**config.mk**
```make
export PLATFORM = sky130hd
export DESIGN_NAME = tlul_host_arb
export DESIGN_NICKNAME = d
export VERILOG_FILES = /design/src/rtl/tlul_host_arb_pkg.sv /design/src/rtl/tlul_arb_id_fifo.sv /design/src/rtl/tlul_host_arb.sv
export SDC_FILE = /design/constraint.sdc
export NUM_CORES = 1
export LEC_CHECK = 0
export BUFFER_PORTS_ARGS = -buffer_cell sky130_fd_sc_hd__buf_2
export CELL_PAD_IN_SITES_DETAIL_PLACEMENT = 2
export CELL_PAD_IN_SITES_GLOBAL_PLACEMENT = 2
export CORE_AREA = 2 2 160 162
export DETAILED_ROUTE_END_ITERATION = 16
export DIE_AREA = 0 0 162 164
export PLACE_DENSITY_LB_ADDON = 0.1
export SLEW_MARGIN = 25
export SYNTH_ARGS = -nofsm -noshare
export SYNTH_HDL_FRONTEND = slang
export SYNTH_SLANG_ARGS = --single-unit
```
**constraint.sdc**
```tcl
create_clock -name clk_i -period 3.8 [get_ports clk_i]
set_clock_uncertainty 0.2 [all_clocks]
set_input_delay 0 -clock clk_i [delete_from_list [all_inputs] [get_ports clk_i]]
set_output_delay 0 -clock clk_i [all_outputs]
set_load 0.02 [all_outputs]
```
**src/rtl/tlul_host_arb_pkg.sv**
```systemverilog
// Shared types for the two-host TL-UL arbiter: bus payloads, host IDs and arbiter states.
package tlul_host_arb_pkg;

   localparam int unsigned MaxOutstandingDefault = 4;

   localparam int unsigned TlAddrW   = 32;
   localparam int unsigned TlDataW   = 32;
   localparam int unsigned TlSourceW = 8;
   localparam int unsigned TlMaskW   = TlDataW / 8;

   typedef struct packed {
      logic                 a_valid;
      logic [2:0]           a_opcode;
      logic [2:0]           a_param;
      logic [1:0]           a_size;
      logic [TlSourceW-1:0] a_source;
      logic [TlAddrW-1:0]   a_address;
      logic [TlMaskW-1:0]   a_mask;
      logic [TlDataW-1:0]   a_data;
      logic                 d_ready;
   } tlul_h2d_t;

   typedef struct packed {
      logic                 d_valid;
      logic [2:0]           d_opcode;
      logic [2:0]           d_param;
      logic [1:0]           d_size;
      logic [TlSourceW-1:0] d_source;
      logic                 d_sink;
      logic [TlDataW-1:0]   d_data;
      logic                 d_error;
      logic                 a_ready;
   } tlul_d2h_t;

   typedef logic host_id_t;

   localparam host_id_t HostH0 = 1'b0;
   localparam host_id_t HostH1 = 1'b1;

   typedef enum logic [1:0] {
      ArbIdle   = 2'd0,
      ArbLockH0 = 2'd1,
      ArbLockH1 = 2'd2
   } arb_state_e;

endpackage

```
**src/rtl/tlul_arb_id_fifo.sv**
```systemverilog
// Synchronous FIFO recording which host owns each outstanding request; a push
// is accepted while full when a pop happens in the same cycle.
module tlul_arb_id_fifo #(
   parameter int unsigned Depth = 4,
   parameter int unsigned Width = 1
) (
   input  logic             clk_i,
   input  logic             rst_i,
   input  logic             push_i,
   input  logic [Width-1:0] wdata_i,
   input  logic             pop_i,
   output logic [Width-1:0] rdata_o,
   output logic             full_o,
   output logic             empty_o
);

   localparam int unsigned PtrW = (Depth > 1) ? $clog2(Depth) : 1;
   localparam int unsigned CntW = $clog2(Depth + 1);

   logic [Width-1:0] mem_q [Depth];
   logic [PtrW-1:0]  wr_ptr_q;
   logic [PtrW-1:0]  rd_ptr_q;
   logic [CntW-1:0]  cnt_q;
   logic             do_push;
   logic             do_pop;

   function automatic logic [PtrW-1:0] ptr_inc(input logic [PtrW-1:0] p);
      return (p == PtrW'(Depth - 1)) ? '0 : p + PtrW'(1);
   endfunction

   assign full_o  = (cnt_q == CntW'(Depth));
   assign empty_o = (cnt_q == '0);
   assign do_pop  = pop_i & ~empty_o;
   assign do_push = push_i & (~full_o | do_pop);
   assign rdata_o = mem_q[rd_ptr_q];

   always_ff @(posedge clk_i) begin
      if (rst_i) begin
         wr_ptr_q <= '0;
         rd_ptr_q <= '0;
         cnt_q    <= '0;
      end else begin
         if (do_push) wr_ptr_q <= ptr_inc(wr_ptr_q);
         if (do_pop)  rd_ptr_q <= ptr_inc(rd_ptr_q);
         if (do_push && !do_pop) begin
            cnt_q <= cnt_q + CntW'(1);
         end else if (do_pop && !do_push) begin
            cnt_q <= cnt_q - CntW'(1);
         end
      end
   end

   // Storage needs no reset; the count alone defines validity.
   always_ff @(posedge clk_i) begin
      if (do_push) mem_q[wr_ptr_q] <= wdata_i;
   end

endmodule

```
**src/rtl/tlul_host_arb.sv**
```systemverilog
// Two-host TL-UL arbiter onto one in-order device, round-robin with grant lock.
// Optional grant counters are enabled with the TLUL_HOST_ARB_PERF_EN macro.
module tlul_host_arb
   import tlul_host_arb_pkg::*;
#(
   parameter int unsigned MaxOutstanding = MaxOutstandingDefault
) (
   input  logic        clk_i,
   input  logic        rst_i,
`ifdef TLUL_HOST_ARB_PERF_EN
   output logic [15:0] gnt_cnt0_o,
   output logic [15:0] gnt_cnt1_o,
`endif
   input  tlul_h2d_t   tl_h0_i,
   output tlul_d2h_t   tl_h0_o,
   input  tlul_h2d_t   tl_h1_i,
   output tlul_d2h_t   tl_h1_o,
   output tlul_h2d_t   tl_d_o,
   input  tlul_d2h_t   tl_d_i
);

   localparam logic [1:0] StIdle   = 2'(ArbIdle);
   localparam logic [1:0] StLockH0 = 2'(ArbLockH0);
   localparam logic [1:0] StLockH1 = 2'(ArbLockH1);

   logic [1:0] state_q;
   logic [1:0] state_d;
   host_id_t   last_gnt_q;
   host_id_t   gnt;
   logic       gnt_valid;
   tlul_h2d_t  sel_req;
   logic       sel_valid;
   logic       can_accept;
   logic       a_valid_out;
   logic       a_hs;
   logic       dev_d_ready;
   logic       pop;
   host_id_t   head;
   logic       fifo_full;
   logic       fifo_empty;

   always_ff @(posedge clk_i) begin
      if (rst_i) begin
         state_q    <= StIdle;
         last_gnt_q <= HostH1;
      end else begin
         state_q <= state_d;
         if (a_hs) last_gnt_q <= gnt;
      end
   end

   // Grant selection, next state, and channel muxing.
   always_comb begin
      gnt_valid   = 1'b0;
      gnt         = HostH0;
      state_d     = StIdle;
      sel_req     = tl_h0_i;
      sel_valid   = 1'b0;
      dev_d_ready = 1'b1;
      pop         = 1'b0;
      can_accept  = 1'b0;
      a_valid_out = 1'b0;
      a_hs        = 1'b0;

      case (state_q)
         StLockH0: begin
            gnt_valid = 1'b1;
            gnt       = HostH0;
         end
         StLockH1: begin
            gnt_valid = 1'b1;
            gnt       = HostH1;
         end
         default: begin
            if (tl_h0_i.a_valid && tl_h1_i.a_valid) begin
               gnt_valid = 1'b1;
               gnt       = (last_gnt_q == HostH1) ? HostH0 : HostH1;
            end else if (tl_h0_i.a_valid) begin
               gnt_valid = 1'b1;
               gnt       = HostH0;
            end else if (tl_h1_i.a_valid) begin
               gnt_valid = 1'b1;
               gnt       = HostH1;
            end
         end
      endcase

      sel_req   = (gnt == HostH1) ? tl_h1_i : tl_h0_i;
      sel_valid = gnt_valid & sel_req.a_valid;

      // An empty FIFO means nobody owns the response: sink it.
      if (!rst_i && !fifo_empty) begin
         dev_d_ready = (head == HostH1) ? tl_h1_i.d_ready : tl_h0_i.d_ready;
      end
      pop = ~rst_i & tl_d_i.d_valid & dev_d_ready & ~fifo_empty;

      can_accept  = ~fifo_full | pop;
      a_valid_out = ~rst_i & sel_valid & can_accept;
      a_hs        = a_valid_out & tl_d_i.a_ready;

      if (sel_valid && !a_hs) begin
         state_d = (gnt == HostH1) ? StLockH1 : StLockH0;
      end

      tl_d_o         = sel_req;
      tl_d_o.a_valid = a_valid_out;
      tl_d_o.d_ready = dev_d_ready;

      tl_h0_o         = tl_d_i;
      tl_h0_o.a_ready = ~rst_i & gnt_valid & (gnt == HostH0) & can_accept & tl_d_i.a_ready;
      tl_h0_o.d_valid = ~rst_i & tl_d_i.d_valid & ~fifo_empty & (head == HostH0);

      tl_h1_o         = tl_d_i;
      tl_h1_o.a_ready = ~rst_i & gnt_valid & (gnt == HostH1) & can_accept & tl_d_i.a_ready;
      tl_h1_o.d_valid = ~rst_i & tl_d_i.d_valid & ~fifo_empty & (head == HostH1);
   end

   tlul_arb_id_fifo #(
      .Depth (MaxOutstanding),
      .Width ($bits(host_id_t))
   ) u_id_fifo (
      .clk_i   (clk_i),
      .rst_i   (rst_i),
      .push_i  (a_hs),
      .wdata_i (gnt),
      .pop_i   (pop),
      .rdata_o (head),
      .full_o  (fifo_full),
      .empty_o (fifo_empty)
   );

`ifdef TLUL_HOST_ARB_PERF_EN
   // Saturating per-host grant counters.
   always_ff @(posedge clk_i) begin
      if (rst_i) begin
         gnt_cnt0_o <= '0;
         gnt_cnt1_o <= '0;
      end else if (a_hs) begin
         if (gnt == HostH0 && gnt_cnt0_o != 16'hFFFF) gnt_cnt0_o <= gnt_cnt0_o + 16'd1;
         if (gnt == HostH1 && gnt_cnt1_o != 16'hFFFF) gnt_cnt1_o <= gnt_cnt1_o + 16'd1;
      end
   end
`endif

endmodule

```
==> results of run 1 <==
==> metrics by stage <==
step | setup WS [ps] | hold slack, ps | cells | total power (uW) | util, %
3_5_place_dp | 644 | -200 | 765 | 821 | 14.4
4_1_cts | 615 | 51.3 | 821 | 1190 | 16.9
2_1_floorplan | 871 | -87.4 | 280 | 732 | -
3_3_place_gp | 706 | -200 | 765 | 815 | 14.4
5_1_grt | 494 | 134 | 821 | 1240 | 16.9
6_report | 669 | 52.5 | 821 | 1170 | 16.9
==> per-layer routing <==
metal	track usage (%)	vias to the layer above	wire length (um)
met3	2.85	7	1100
met5	0	-	0
met4	1.29	0	67
met1	9.75	1319	4750
met2	19.8	176	8080
li1	-	1274	-
==> final timing paths <==
kind                    startpoint                     to  slack, ps  cells after the start
max             u_id_fifo.mem_q[2]     u_id_fifo.cnt_q[2]        670                     10
min                    tl_h0_i[85]             state_q[1]         50                      4
max reg2reg     u_id_fifo.mem_q[2]     u_id_fifo.cnt_q[2]        670                     10
min reg2reg  u_id_fifo.wr_ptr_q[0]  u_id_fifo.wr_ptr_q[0]        320                      2
==> power groups by stage <==
| stage | Clock, uW | Sequential (uW) | Combinational, uW |
|---|---|---|---|
| 6_report | 232 | 202 | 734 |
| 5_1_grt | 250 | 204 | 789 |
| 4_1_cts | 239 | 202 | 750 |
| 3_5_place_dp | 0 | 206 | 614 |
| 3_3_place_gp | 0 | 205 | 610 |
| 2_1_floorplan | 0 | 202 | 530 |
==> cell usage after synthesis (all sizes together), types with 2 or more instances <==
cell type  number  area share [%]
and3            2            0.53
ha              7             3.3
nand2           3            0.43
nand2b          2            0.48
xor2            2            0.67
nor3            4            0.77
dfxtp          12             9.2
o21ai           2            0.38
mux2           85              37
edfxtp          4             4.6
or3             2            0.48
a21oi           3            0.72
inv             8             1.1
buf           108              30
nor2           13             2.2
mux2i           5             2.1
and2            4             1.1
clkbuf          4            0.57
nor4            2            0.48
==> area by class of cell <==
type                       instances  area, um2
clock buffer                       4       88.8
timing repair buffer             319       1870
fill                            2977      20600
multi-input combinational        144       1420
tap                              330        413
sequential                        16        360
inverter                           8       30.0
==> repair_timing <==
| item | 4_1_cts | 5_1_grt |
|---|---|---|
| resized for setup | 0 | 0 |
| hold endpoints to repair | 105 | 0 |
| hold buffers | 52 | 0 |
==> worst reg2reg max path: stages (launching register included) <==
cell and delay, ps:
edfxtp_1 360, mux4_2 510, mux2i_2 210, o211a_4 300, nor2_4 220, ha_1 230, inv_1 70, fa_1 380
xor2_1 160, or3_1 300, a21oi_1 130
==> kinds of logic (layout without fill, tap and decap cells) <==
logic type	Yosys count	count (layout)	share of synthesized area, %
buf+inv	120	331	32.1
mux	91	91	39.6
flops	16	16	13.8
simple gates	35	35	7.22
xor+xnor	2	2	0.670
fa+ha+maj	8	8	4.11
compound gates	8	8	2.44
==> impl_metrics.ini, run 1 <==
[hold_path]
worstHoldPathType = input port to flop

[global_route]
antenna_found_initial = 0
grt_pass1_vias = 3003
overflow = 0
grt_pass1_wl_um = 19200
grt_usage_pct = 9.67
grt_max_degree = 70

[die]
core_area_um2 = 24800
die_h_um = 164
dieArea_um2 = 26600
initial_core_util_pct = 10.5
die_w_um = 162
io_pins = 416
num_rows = 58

[cts]
clk_latency_ps = 250
clockBufferDepth = 2
htree_levels = 1
post-cts-setup-buffer-count = 0
cts_tree = done
clockRootBuffer = clkbuf_16
cts.sinks = 16
cts_buffers = 3
clk_pin_slew_worst_paths_ps = 50

[power]
p_seq_share_pct = 17.3
p_clk_share_pct = 19.9
combinationalPowerShare_pct = 62.9
power.switching_uw = 506
swShare_pct = 43.3
ir_drop_mv = 0.122
power.density_cell_area_nw_per_um2 = 279
intPower_uw = 662
p_leak_uw = 0.00203

[synthesis]
synth_cell_types = 33
async_flop_share_pct = 0
synth_seq_cells = 16
synth_edf_count = 4
synth_ff_type = dfxtp_1
netlist_area_um2 = 2620
synthCells = 280
avgSynthCellArea_um2 = 9.34
seq_area_frac_synth_pct = 13.8
yosysWarnings = 0
mappedNetlistNets = 514

[cells_and_area]
mostFrequentLayoutCell = buf_2
mostFrequentLayoutCells = buf_2, mux2_2, dlygate4sd3_1
finalNetCount = 726
area_delta_synth_final_pct = 60.1
fin_area_um2 = 4190
drive_gt1_share_pct = 74.7
num_antenna_cells = 0

[critical_path]
setup.worst_path.start_class = flop
worst_ep_required_time_ps = 3780
slowest_delay_ps = 510
end_kind = flop
path_cells = mux4_2 > mux2i_2 > o211a_4 > nor2_4 > ha_1 > inv_1 > fa_1 > xor2_1 > or3_1 > a21oi_1
slowest_stage = mux4_2
arrival_ps = 3110
critical_path.max_fanout = 8
crit_type = flop to flop
cpLargestDelayFamily = multiplexers
worst-path-buf-inv = 1

[routing]
viasPerCell = 3.38
drc_errors = 0
ant_nets = 0
vias = 2776
wl_per_cell_um = 17.1
drtIter0Drc = 42
drtPass1Iterations = 3
drt_wl_total_um = 14000

[sta]
worst_pin_slew_ps = 629
slew_headroom_pct = 57.9
period_needed_ps = 3130
period_share_pct = 82.4
rsz0062_at_grt = no
timing.fmax_mhz = 319
final.setup.tns_ps = 0
slew_violations = 0
hold_viol = 0
setup_viol = 0

[place]
gp_congestion = 0.729
post-dp-hpwl_um = 12000
io_buffers = 265
dpl-instance-area_um2 = 3580

[job]
drv_cap = 0

[outcome]
run_status = finished clean
No activity file was read; power rests on OpenSTA's default activity.
==> run 2, diff against run 1 <==
- clock period: 3.8 -> 3.1 ns (I/O delays scaled with it)
==> impl_metrics.ini, run 2 (synthesis gave the netlist of run 1 again) <==
[cells_and_area]
finalNetCount = 733
num_antenna_cells = 0
mostFrequentLayoutCells = buf_2, mux2_2, dlygate4sd3_1
fin_area_um2 = 4260
drive_gt1_share_pct = 75.3
mostFrequentLayoutCell = buf_2
final_util_pct = 17.2
area_delta_synth_final_pct = 62.8
fillers = 2977

[cts]
clockBufferDepth = 2
clk_latency_ps = 250
htree_levels = 1
clk_pin_slew_worst_paths_ps = 60
cts_tree = done
cts.sinks = 16
cts_buffers = 3
clockRootBuffer = clkbuf_16

[die]
die_h_um = 164
io_pins = 416
initial_core_util_pct = 10.5
num_rows = 58
dieArea_um2 = 26600
core_area_um2 = 24800
die_w_um = 162

[sta]
timing.fmax_mhz = 336
slew_violations = 0
fin_ws_ps = 120
final.setup.tns_ps = 0
hold_viol = 0
worst_pin_slew_ps = 616
rsz0062_at_grt = no
slew_headroom_pct = 58.8
period_needed_ps = 2980
setup_viol = 0
period_share_pct = 96.1

[place]
gp_congestion = 0.705
dp_slack_ps = 63.6
post-dp-hpwl_um = 12300
dpl-instance-area_um2 = 3630
io_buffers = 265

[power]
ir_drop_mv = 0.144
p_leak_uw = 0.00207
p_total_uw = 1440
power.density_cell_area_nw_per_um2 = 338
power.switching_uw = 632
combinationalPowerShare_pct = 64.3
p_seq_share_pct = 17.2
p_clk_share_pct = 18.4
intPower_uw = 806
swShare_pct = 44.0

[routing]
drc_errors = 0
viasPerCell = 3.39
vias = 2809
wl_per_cell_um = 17.2
ant_nets = 0
drtIter0Drc = 41
drtPass1Iterations = 4
drt_wl_total_um = 14300

[global_route]
grt_usage_pct = 9.86
antenna_found_initial = 0
overflow = 0
grt_pass1_wl_um = 19700
grt_max_degree = 31
grt_pass1_vias = 3125

[critical_path]
setup.worst_path.start_class = flop
critical_path.max_fanout = 4
slowest_delay_ps = 550
worstRegToRegCells = 10
slowest_stage = mux4_2
worst_ep_required_time_ps = 3090
path_cells = mux4_2 > mux2i_4 > o211a_4 > nor2_4 > ha_2 > inv_1 > fa_1 > xor2_1 > or3_1 > a21oi_1
arrival_ps = 2970
end_kind = flop
crit_type = flop to flop

[job]
drv_cap = 0

[outcome]
run_status = finished clean

[hold_path]
hold_depth = 4
worstHoldPathType = input port to flop
run 2: cell types whose count changed in the layout (fill, tap and decap cells not counted):
cell,before,now
clkinv_1,0,1
clkbuf_8,1,0
mux2i_4,0,1
ha_1,7,6
dfxtp_2,0,1
mux2i_2,1,0
or2_2,1,0
ha_2,0,1
buf_12,1,2
dfxtp_1,12,11
or2_4,0,1
buf_4,1,7
run 2: layout make-up:
cell class	instances	area [um2]	share of cell area, %
timing repair buffer	326	1940	45.5
clock buffer	3	75.1	1.76
tap	330	413	9.69
inverter	8	30.0	0.705
multi-input combinational	144	1440	33.7
clock inverter	1	3.75	0.0881
sequential	16	362	8.49
run 2: critical path: cells and delay by family (launching register included):
kind | cells | cell delay (ps)
AND/OR/NAND/NOR | 2 | 420
adder cells (fa/ha/maj) | 2 | 560
flip-flops | 1 | 360
multiplexers | 2 | 780
buffers and inverters | 1 | 50
AO/OA/AOI/OAI | 2 | 390
XOR/XNOR | 1 | 160
run 2: worst paths after layout:
kind / startpoint / to / slack [ps]
max: u_id_fifo.mem_q[3] / u_id_fifo.cnt_q[2] / 120
max reg2reg: u_id_fifo.mem_q[3] / u_id_fifo.cnt_q[2] / 120
min: tl_h1_i[0] / flop / 20
min reg2reg: u_id_fifo.rd_ptr_q[0] / flop / 320
run 2: power groups by stage:
stage,Sequential [uW],Clock (uW),Combinational (uW)
after CTS,249,271,938
after detailed placement,253,0,773
after global routing,251,282,997
after floorplan,248,0,650
final,248,265,925
after global placement,252,0,762
run 2: stage by stage:
stage / cells / hold WS, ps
3_3_place_gp: 770 / -200
3_5_place_dp: 770 / -200
2_1_floorplan: 280 / -87.4
6_report: 828 / 20.9
4_1_cts: 826 / 48.2
5_1_grt: 828 / 69.7
run 2: routing by layer:
layer	up-vias	GRT usage [%]	routed length, um
li1	1289	-	-
met5	-	0	0
met1	1348	10.0	4860
met4	0	0.845	46
met2	168	20.3	8190
met3	4	2.98	1160
run 2: timing repair:
action | CTS | global route
setup endpoints to repair | 0 | 1
hold buffers | 52 | 0
buffers inserted | 0 | 2
gates resized for setup | 0 | 4
endpoints found under the hold margin | 110 | 0
